**src/rtl/obi_axi_bridge.sv**
```systemverilog
`default_nettype none
//==============================================================================
// Module   : obi_axi_bridge (with companion package obi_axi_pkg)
// Purpose  : Registered OBI-to-AXI4 manager bridge. Single-beat AXI requests
//            are issued straight from the held OBI request. AW and W complete
//            independently. An order FIFO of MAX_OUTSTANDING entries
//            (0 = read, 1 = write) steers R/B acceptance so that OBI sees
//            responses strictly in issue order.
// Ports    : clk_i, rst_ni          clock, asynchronous active-low reset
//            obi_req_i/obi_gnt_o    OBI address phase handshake
//            obi_we_i, obi_be_i,
//            obi_addr_i, obi_wdata_i  OBI request payload (stable until grant)
//            obi_rvalid_o, obi_rdata_o, obi_err_o  registered OBI response
//            axi_req_o / axi_resp_i AXI4 request / response structs
//            axi_id_i               static ID driven on AW and AR
// Option   : `define OBI_AXI_BRIDGE_ERR_EN to map AXI SLVERR/DECERR onto
//            obi_err_o. Without it obi_err_o is tied low.
// Revision : 1.0 - initial release
//==============================================================================

package obi_axi_pkg;

    typedef struct packed {
        logic [1:0]  id;
        logic [31:0] addr;
        logic [7:0]  len;
        logic [2:0]  size;
        logic [1:0]  burst;
        logic        lock;
        logic [3:0]  cache;
        logic [2:0]  prot;
        logic [3:0]  qos;
        logic [3:0]  region;
        logic [5:0]  atop;
        logic        user;
    } axi_32_aw_t;

    typedef struct packed {
        logic [1:0]  id;
        logic [31:0] addr;
        logic [7:0]  len;
        logic [2:0]  size;
        logic [1:0]  burst;
        logic        lock;
        logic [3:0]  cache;
        logic [2:0]  prot;
        logic [3:0]  qos;
        logic [3:0]  region;
        logic        user;
    } axi_32_ar_t;

    typedef struct packed {
        logic [31:0] data;
        logic [3:0]  strb;
        logic        last;
        logic        user;
    } axi_32_w_t;

    typedef struct packed {
        logic [1:0] id;
        logic [1:0] resp;
        logic       user;
    } axi_32_b_t;

    typedef struct packed {
        logic [1:0]  id;
        logic [31:0] data;
        logic [1:0]  resp;
        logic        last;
        logic        user;
    } axi_32_r_t;

    typedef struct packed {
        axi_32_aw_t aw;
        logic       aw_valid;
        axi_32_w_t  w;
        logic       w_valid;
        logic       b_ready;
        axi_32_ar_t ar;
        logic       ar_valid;
        logic       r_ready;
    } axi_32_req_t;

    typedef struct packed {
        logic      aw_ready;
        logic      ar_ready;
        logic      w_ready;
        logic      b_valid;
        axi_32_b_t b;
        logic      r_valid;
        axi_32_r_t r;
    } axi_32_resp_t;

endpackage

module obi_axi_bridge #(
    parameter type         axi_req_t       = obi_axi_pkg::axi_32_req_t,
    parameter type         axi_resp_t      = obi_axi_pkg::axi_32_resp_t,
    parameter int unsigned DATA_WIDTH      = 32,
    parameter int unsigned ADDR_WIDTH      = 32,
    parameter int unsigned ID_WIDTH        = 2,
    parameter int unsigned MAX_OUTSTANDING = 4
) (
    input  logic                    clk_i,
    input  logic                    rst_ni,
    input  logic                    obi_req_i,
    output logic                    obi_gnt_o,
    input  logic                    obi_we_i,
    input  logic [DATA_WIDTH/8-1:0] obi_be_i,
    input  logic [ADDR_WIDTH-1:0]   obi_addr_i,
    input  logic [DATA_WIDTH-1:0]   obi_wdata_i,
    output logic                    obi_rvalid_o,
    output logic [DATA_WIDTH-1:0]   obi_rdata_o,
    output logic                    obi_err_o,
    output axi_req_t                axi_req_o,
    input  axi_resp_t               axi_resp_i,
    input  logic [ID_WIDTH-1:0]     axi_id_i
);

    localparam int unsigned c_cnt_w = $clog2(MAX_OUTSTANDING) + 1;
    localparam int unsigned c_ptr_w = (MAX_OUTSTANDING > 1) ? $clog2(MAX_OUTSTANDING) : 1;
    localparam logic [c_cnt_w-1:0] c_cnt_full = c_cnt_w'(MAX_OUTSTANDING);
    localparam logic [c_ptr_w-1:0] c_ptr_last = c_ptr_w'(MAX_OUTSTANDING - 1);
    localparam logic [2:0]         c_axi_size = 3'($clog2(DATA_WIDTH / 8));

    // Order FIFO and issue-side state
    logic [MAX_OUTSTANDING-1:0] order_q, order_d;
    logic [c_ptr_w-1:0]         wptr_q, wptr_d, rptr_q, rptr_d;
    logic [c_cnt_w-1:0]         cnt_q, cnt_d;
    logic                       aw_done_q, aw_done_d, w_done_q, w_done_d;
    // Registered OBI response
    logic                       rvalid_q, rvalid_d;
    logic [DATA_WIDTH-1:0]      rdata_q, rdata_d;
    logic                       err_q, err_d;

    logic w_full, w_head, w_is_wr;
    logic w_ar_valid, w_aw_valid, w_w_valid;
    logic w_aw_hs, w_w_hs, w_rd_gnt, w_wr_gnt, w_gnt;
    logic w_r_ready, w_b_ready, w_r_hs, w_b_hs, w_pop;

    function automatic logic [c_ptr_w-1:0] ptr_inc(input logic [c_ptr_w-1:0] p);
        return (p == c_ptr_last) ? '0 : p + 1'b1;
    endfunction

    always_comb begin
        w_full     = (cnt_q == c_cnt_full);
        w_head     = order_q[rptr_q];
        w_is_wr    = obi_req_i & obi_we_i;
        w_ar_valid = obi_req_i & ~obi_we_i & ~w_full;
        w_aw_valid = w_is_wr & ~w_full & ~aw_done_q;
        w_w_valid  = w_is_wr & ~w_full & ~w_done_q;
        w_aw_hs    = w_aw_valid & axi_resp_i.aw_ready;
        w_w_hs     = w_w_valid & axi_resp_i.w_ready;
        w_rd_gnt   = w_ar_valid & axi_resp_i.ar_ready;
        // A write is granted once both halves are done, either from an
        // earlier cycle (sticky flag) or by a handshake in this cycle.
        w_wr_gnt   = w_is_wr & (aw_done_q | w_aw_hs) & (w_done_q | w_w_hs);
        w_gnt      = w_rd_gnt | w_wr_gnt;
        // Only the channel matching the oldest outstanding request is
        // accepted; the other one is back-pressured to keep issue order.
        w_r_ready  = (cnt_q != '0) & ~w_head;
        w_b_ready  = (cnt_q != '0) & w_head;
        w_r_hs     = w_r_ready & axi_resp_i.r_valid;
        w_b_hs     = w_b_ready & axi_resp_i.b_valid;
        w_pop      = w_r_hs | w_b_hs;
    end

    always_comb begin
        aw_done_d = aw_done_q;
        w_done_d  = w_done_q;
        order_d   = order_q;
        wptr_d    = wptr_q;
        rptr_d    = rptr_q;
        cnt_d     = cnt_q;

        if (w_gnt) begin
            aw_done_d      = 1'b0;
            w_done_d       = 1'b0;
            order_d[wptr_q] = obi_we_i;
            wptr_d         = ptr_inc(wptr_q);
        end else begin
            if (w_aw_hs) aw_done_d = 1'b1;
            if (w_w_hs)  w_done_d  = 1'b1;
        end

        if (w_pop) rptr_d = ptr_inc(rptr_q);

        case ({w_gnt, w_pop})
            2'b10:   cnt_d = cnt_q + 1'b1;
            2'b01:   cnt_d = cnt_q - 1'b1;
            default: cnt_d = cnt_q;
        endcase
    end

    always_comb begin
        rvalid_d = w_pop;
        rdata_d  = w_r_hs ? axi_resp_i.r.data : rdata_q;
`ifdef OBI_AXI_BRIDGE_ERR_EN
        // resp[1] distinguishes SLVERR/DECERR from OKAY/EXOKAY
        err_d = (w_r_hs & axi_resp_i.r.resp[1]) | (w_b_hs & axi_resp_i.b.resp[1]);
`else
        err_d = 1'b0;
`endif
    end

    always_ff @(posedge clk_i or negedge rst_ni) begin
        if (!rst_ni) begin
            order_q   <= '0;
            wptr_q    <= '0;
            rptr_q    <= '0;
            cnt_q     <= '0;
            aw_done_q <= 1'b0;
            w_done_q  <= 1'b0;
            rvalid_q  <= 1'b0;
            rdata_q   <= '0;
            err_q     <= 1'b0;
        end else begin
            order_q   <= order_d;
            wptr_q    <= wptr_d;
            rptr_q    <= rptr_d;
            cnt_q     <= cnt_d;
            aw_done_q <= aw_done_d;
            w_done_q  <= w_done_d;
            rvalid_q  <= rvalid_d;
            rdata_q   <= rdata_d;
            err_q     <= err_d;
        end
    end

    always_comb begin
        axi_req_o          = '0;
        axi_req_o.aw.id    = axi_id_i;
        axi_req_o.aw.addr  = obi_addr_i;
        axi_req_o.aw.len   = '0;
        axi_req_o.aw.size  = c_axi_size;
        axi_req_o.aw.burst = 2'b01;
        axi_req_o.aw_valid = w_aw_valid;
        axi_req_o.w.data   = obi_wdata_i;
        axi_req_o.w.strb   = obi_be_i;
        axi_req_o.w.last   = 1'b1;
        axi_req_o.w_valid  = w_w_valid;
        axi_req_o.ar.id    = axi_id_i;
        axi_req_o.ar.addr  = obi_addr_i;
        axi_req_o.ar.len   = '0;
        axi_req_o.ar.size  = c_axi_size;
        axi_req_o.ar.burst = 2'b01;
        axi_req_o.ar_valid = w_ar_valid;
        axi_req_o.r_ready  = w_r_ready;
        axi_req_o.b_ready  = w_b_ready;
    end

    assign obi_gnt_o    = w_gnt;
    assign obi_rvalid_o = rvalid_q;
    assign obi_rdata_o  = rdata_q;
    assign obi_err_o    = err_q;

    // Response fields the bridge has no use for (single-beat, static ID)
    logic w_unused_resp;
`ifdef OBI_AXI_BRIDGE_ERR_EN
    assign w_unused_resp = ^{axi_resp_i.r.id, axi_resp_i.r.last, axi_resp_i.r.user,
                             axi_resp_i.b.id, axi_resp_i.b.user};
`else
    assign w_unused_resp = ^{axi_resp_i.r.id, axi_resp_i.r.last, axi_resp_i.r.user,
                             axi_resp_i.r.resp, axi_resp_i.b.id, axi_resp_i.b.user,
                             axi_resp_i.b.resp};
`endif

endmodule
`default_nettype wire

```
**config.mk**
```make
export PLATFORM = sky130hd
export DESIGN_NAME = obi_axi_bridge
export DESIGN_NICKNAME = d
export VERILOG_FILES = /design/src/rtl/obi_axi_bridge.sv
export SDC_FILE = /design/constraint.sdc
export NUM_CORES = 1
export LEC_CHECK = 0
export ABC_CLOCK_PERIOD_IN_PS = 2800
export CAP_MARGIN = 15
export CORE_AREA = 2 2 129 131
export CTS_CLUSTER_SIZE = 30
export DETAILED_ROUTE_END_ITERATION = 6
export DIE_AREA = 0 0 131 133
export PLACE_DENSITY_LB_ADDON = 0.12
export SYNTH_ARGS = -nofsm -noshare
export SYNTH_HDL_FRONTEND = slang
export SYNTH_SLANG_ARGS = --single-unit
```
**constraint.sdc**
```tcl
create_clock -name clk_i -period 2.8 [get_ports clk_i]
set_clock_uncertainty 0.15 [all_clocks]
set_input_delay 0.28 -clock clk_i [delete_from_list [all_inputs] [get_ports clk_i]]
set_output_delay 0.28 -clock clk_i [all_outputs]
set_load 0.005 [all_outputs]
```
==> summary.md <==
The run finished with clean final reports. The fraction of power spent switching nets came out at 0.2954. The first TritonRoute pass finished after 3 iterations. The number of gates on the worst path with buffers counted is 5.

The synthesized design spends more area on one cell type than any other, namely buf_4. Setup violations remaining at the end of the flow were counted as 0. The number of antenna violations at the first check in global routing is 0. The run gives 0 as the number of pins with negative max-slew slack in the final report.

In this run the critical register-to-register path is captured at cnt_q[2]. The maximum single-stage delay on the critical path is 0.45 ns. STA classifies the critical path endpoint as an output pin. The design draws 3.261 mW. Together, buffers and inverters on the worst path number 2. For the worst setup path, the data arrival time is 2.22 ns.

Max-cap violations in this run came to 0. For the part of the total power dissipated in combinational logic, the log shows 0.454. In the final timing run, aggregate negative setup slack is 0 ns. The run gives 48 as the starting DRC count in detailed routing.

Number of instances in the synthesized netlist: 326. The share of the core filled with cells is 0.2198. CTS root buffer: clkbuf_16. After detailed routing, the number of remaining DRC violations is 0.

The vertical die dimension came out at 133 um. The clock buffer count from CTS came out at 5. Yosys printed 0 warnings.

Clock tree synthesis found a total of 46 sinks. For the area of the core, the log shows 16170 um^2. In the synthesized netlist, the cells that appear most often are 181 x buf_4, 46 x dfrtp_1, 34 x mux2_2.

In this run, synthesis produced a sequential element count of 46. No sink is reached through more buffers than the 2 on the longest clock path. In this run the horizontal extent of the chip is 131 um. The worst path needs 2.654 ns of the cycle, external delays included. The logs give 1.593 nW for the total leakage power and 334 for the top-level port count.

The run gives 3361 um^2 as the placed instance area. The worst reg2reg path startpoint was rptr_q[0]. Hold is met by 0.3431 ns. For the cell-internal power, the log shows 2.298 mW.

The critical path goes through or3b_4 > a41o_4 > a21bo_1 > buf_4 > clkdlybuf4s50_1. The share of final-layout standard cells stronger than drive strength 1 is 0.1954. After the last flow step, the layout net total stands at 435. The total overflow reported by the global router is 0, and the post-synthesis async set-or-reset flop share is 1.000. The tools report the via count of the first global-routing pass as 1650.

The cell with the largest stage delay on the worst path was or3b_4. The starting utilization of the core area came out at 0.2081. The synthesized netlist occupies a cell area of 3366 um^2. The final layout contains routed wiring with a total length of 6230 um.

The wire length per cell after detailed routing came out at 11.82 um. Primary flip-flop cell chosen by synthesis mapping: dfrtp_1. The worst register-to-register path has a setup slack of 0.17 ns. The finished cells cover 3555 um^2. Using the TritonRoute via totals, the vias-per-cell ratio works out to 3.247. The floorplan has 47 rows. The run gives 0.6932 as the final estimated routing congestion in global placement. The logic depth of the worst register-to-register path came out at 9. Startpoint class of the critical path: a flop. In this run the worst hold path is classified as flop to flop. The clock-pin slew on the worst setup and hold paths was 0.07 ns. The clock tree synthesis step divided the H-tree into 2 levels.

Layout-stage area growth over the synthesis result: 5.613%. For the half-perimeter wire length of the detailed placement result, the log shows 4461 um. The count of final hold-check violations is 0, and the insertion delay to the later sink of the worst-skew pair is 0.29 ns. Worst-case vdd ir drop: 0.0002970 V.

The number of I/O port buffers works out to 79. The tools report the sink of the worst hold path as cnt_q[2]. Worst path required time: 2.37 ns. The upper clock frequency limit came out at 0.3768 GHz. The run gives 47 as the pin count of the biggest net entering global routing. On the critical path the largest part of the delay comes from buffers and inverters. For this design the ratio of total power to cell area is 917.4 nW/um^2. The relative contribution of the clock network to total power was 0.191; the sequential-to-total area share from yosys stat was 0.3420. By instance count, the leading cell after synthesis is buf_4.

After synthesis, the cell types taking the most area are buf_4 40%, dfrtp_1 34%, mux2_2 11%. In this run the most critical hold path is launched from cnt_q[2]. The tools report the switching power as 0.9633 mW. For this block, the via count after detailed routing is 1711. In this run the mean area of a mapped cell was 10.32 um^2.

TritonCTS built the clock tree. The number of nets still failing antenna checks after routing is 0. The relative contribution of sequential cells to total power is 0.356. The part of the cycle the worst path needs is 0.9479, and the number of antenna diodes is 0.

For the count of distinct cell types in the synthesized netlist, the log shows 30. The logs give 9225 um for the global-route wire length before repair and 17420 um^2 for the floorplan die area. The number of enable flip-flop cells after synthesis works out to 0. The setup path with the least slack is of type flop to output pin.

Overall track demand over capacity in global routing: 0.07083. Top fanout value on the critical path: 8. Area share of the largest cell type after synthesis: 0.4037. The instance count along the most critical hold path is 1.
-- final cells by class --
type	count	area [um^2]
Multi-Input combinational cell	152	1060
Sequential cell	46	1151
Clock buffer	7	142.6
Fill cell	1765	12620
Clock inverter	1	5.005
Timing Repair Buffer	89	875.8
Inverter	12	45.04
Tap cell	220	275.3
-- per-layer routing --
layer,vias to the layer above,share of wire,global-route usage
met5,-,0,0
met4,0,0.036,0.03842
met3,26,0.11,0.04044
met2,122,0.48,0.1088
met1,807,0.37,0.07638
li1,756,-,-
-- cells by family (layout without fill, tap and decap cells) --
group | count (synthesis) | in the layout | share of synthesized area
compound gates | 13 | 13 | 0.02937
fa+ha+maj | 7 | 7 | 0.02825
other cells | 2 | 69 | 0.002231
buf+inv | 195 | 109 | 0.4238
xor+xnor | 3 | 3 | 0.007808
simple gates | 22 | 22 | 0.03420
flops | 46 | 46 | 0.3420
mux | 38 | 38 | 0.1323
-- how the worst max path moves through the flow --
stage | start | endpoint | slack, ns
3_3_place_gp | cnt_q[1] | cnt_q[2] | 0.12
2_1_floorplan | cnt_q[0] | cnt_q[2] | 0.08
6_report | cnt_q[1] | obi_gnt_o | 0.15
5_1_grt | rptr_q[0] | cnt_q[2] | -0.0003
4_1_cts | cnt_q[0] | obi_gnt_o | 0.005
3_5_place_dp | cnt_q[0] | cnt_q[2] | 0.1
-- what timing repair did --
action                                  4_1_cts  5_1_grt
endpoints found under the hold margin        46        0
hold buffers                                  1        0
endpoints found under the setup margin        0        2
resized for setup                             0        3
buffers inserted                              0        3
-- cell usage in the layout (no fill, tap or decap), types with 3 or more instances in the layout --
| cell | Yosys | final |
|---|---|---|
| clkdlybuf4s50_1 | 0 | 78 |
| conb_1 | 2 | 69 |
| dfrtp_1 | 46 | 46 |
| mux2_2 | 34 | 34 |
| inv_1 | 12 | 12 |
| nor2_1 | 11 | 11 |
| buf_4 | 181 | 8 |
| ha_1 | 6 | 5 |
| clkbuf_16 | 0 | 5 |
| a31oi_1 | 4 | 4 |
| o21ai_0 | 4 | 4 |
| nand2_1 | 3 | 3 |
-- power groups by stage --
stage	Clock, mW	Sequential [mW]	Combinational (mW)
3_5_place_dp	0	1.17	1.46
6_report	0.622	1.16	1.48
2_1_floorplan	0	1.17	0.917
4_1_cts	0.664	1.17	1.47
5_1_grt	0.687	1.20	1.63
3_3_place_gp	0	1.17	1.47
-- stage by stage --
stage,worst slack [ns],instances
after floorplan,0.07532,393
after global placement,0.1168,515
after detailed placement,0.09999,515
after CTS,0.005490,524
after global routing,-0.0003055,527
final,0.1458,527
-- flip-flops by register name, summed over array words and instances (netlist names) --
| signal | flops |
|---|---|
| obi_rdata_o | 32 |
| order_q | 4 |
| cnt_q | 3 |
| rptr_q | 2 |
| wptr_q | 2 |
| aw_done_q | 1 |
| obi_rvalid_o | 1 |
| w_done_q | 1 |
No activity file was read; power rests on OpenSTA's default activity.
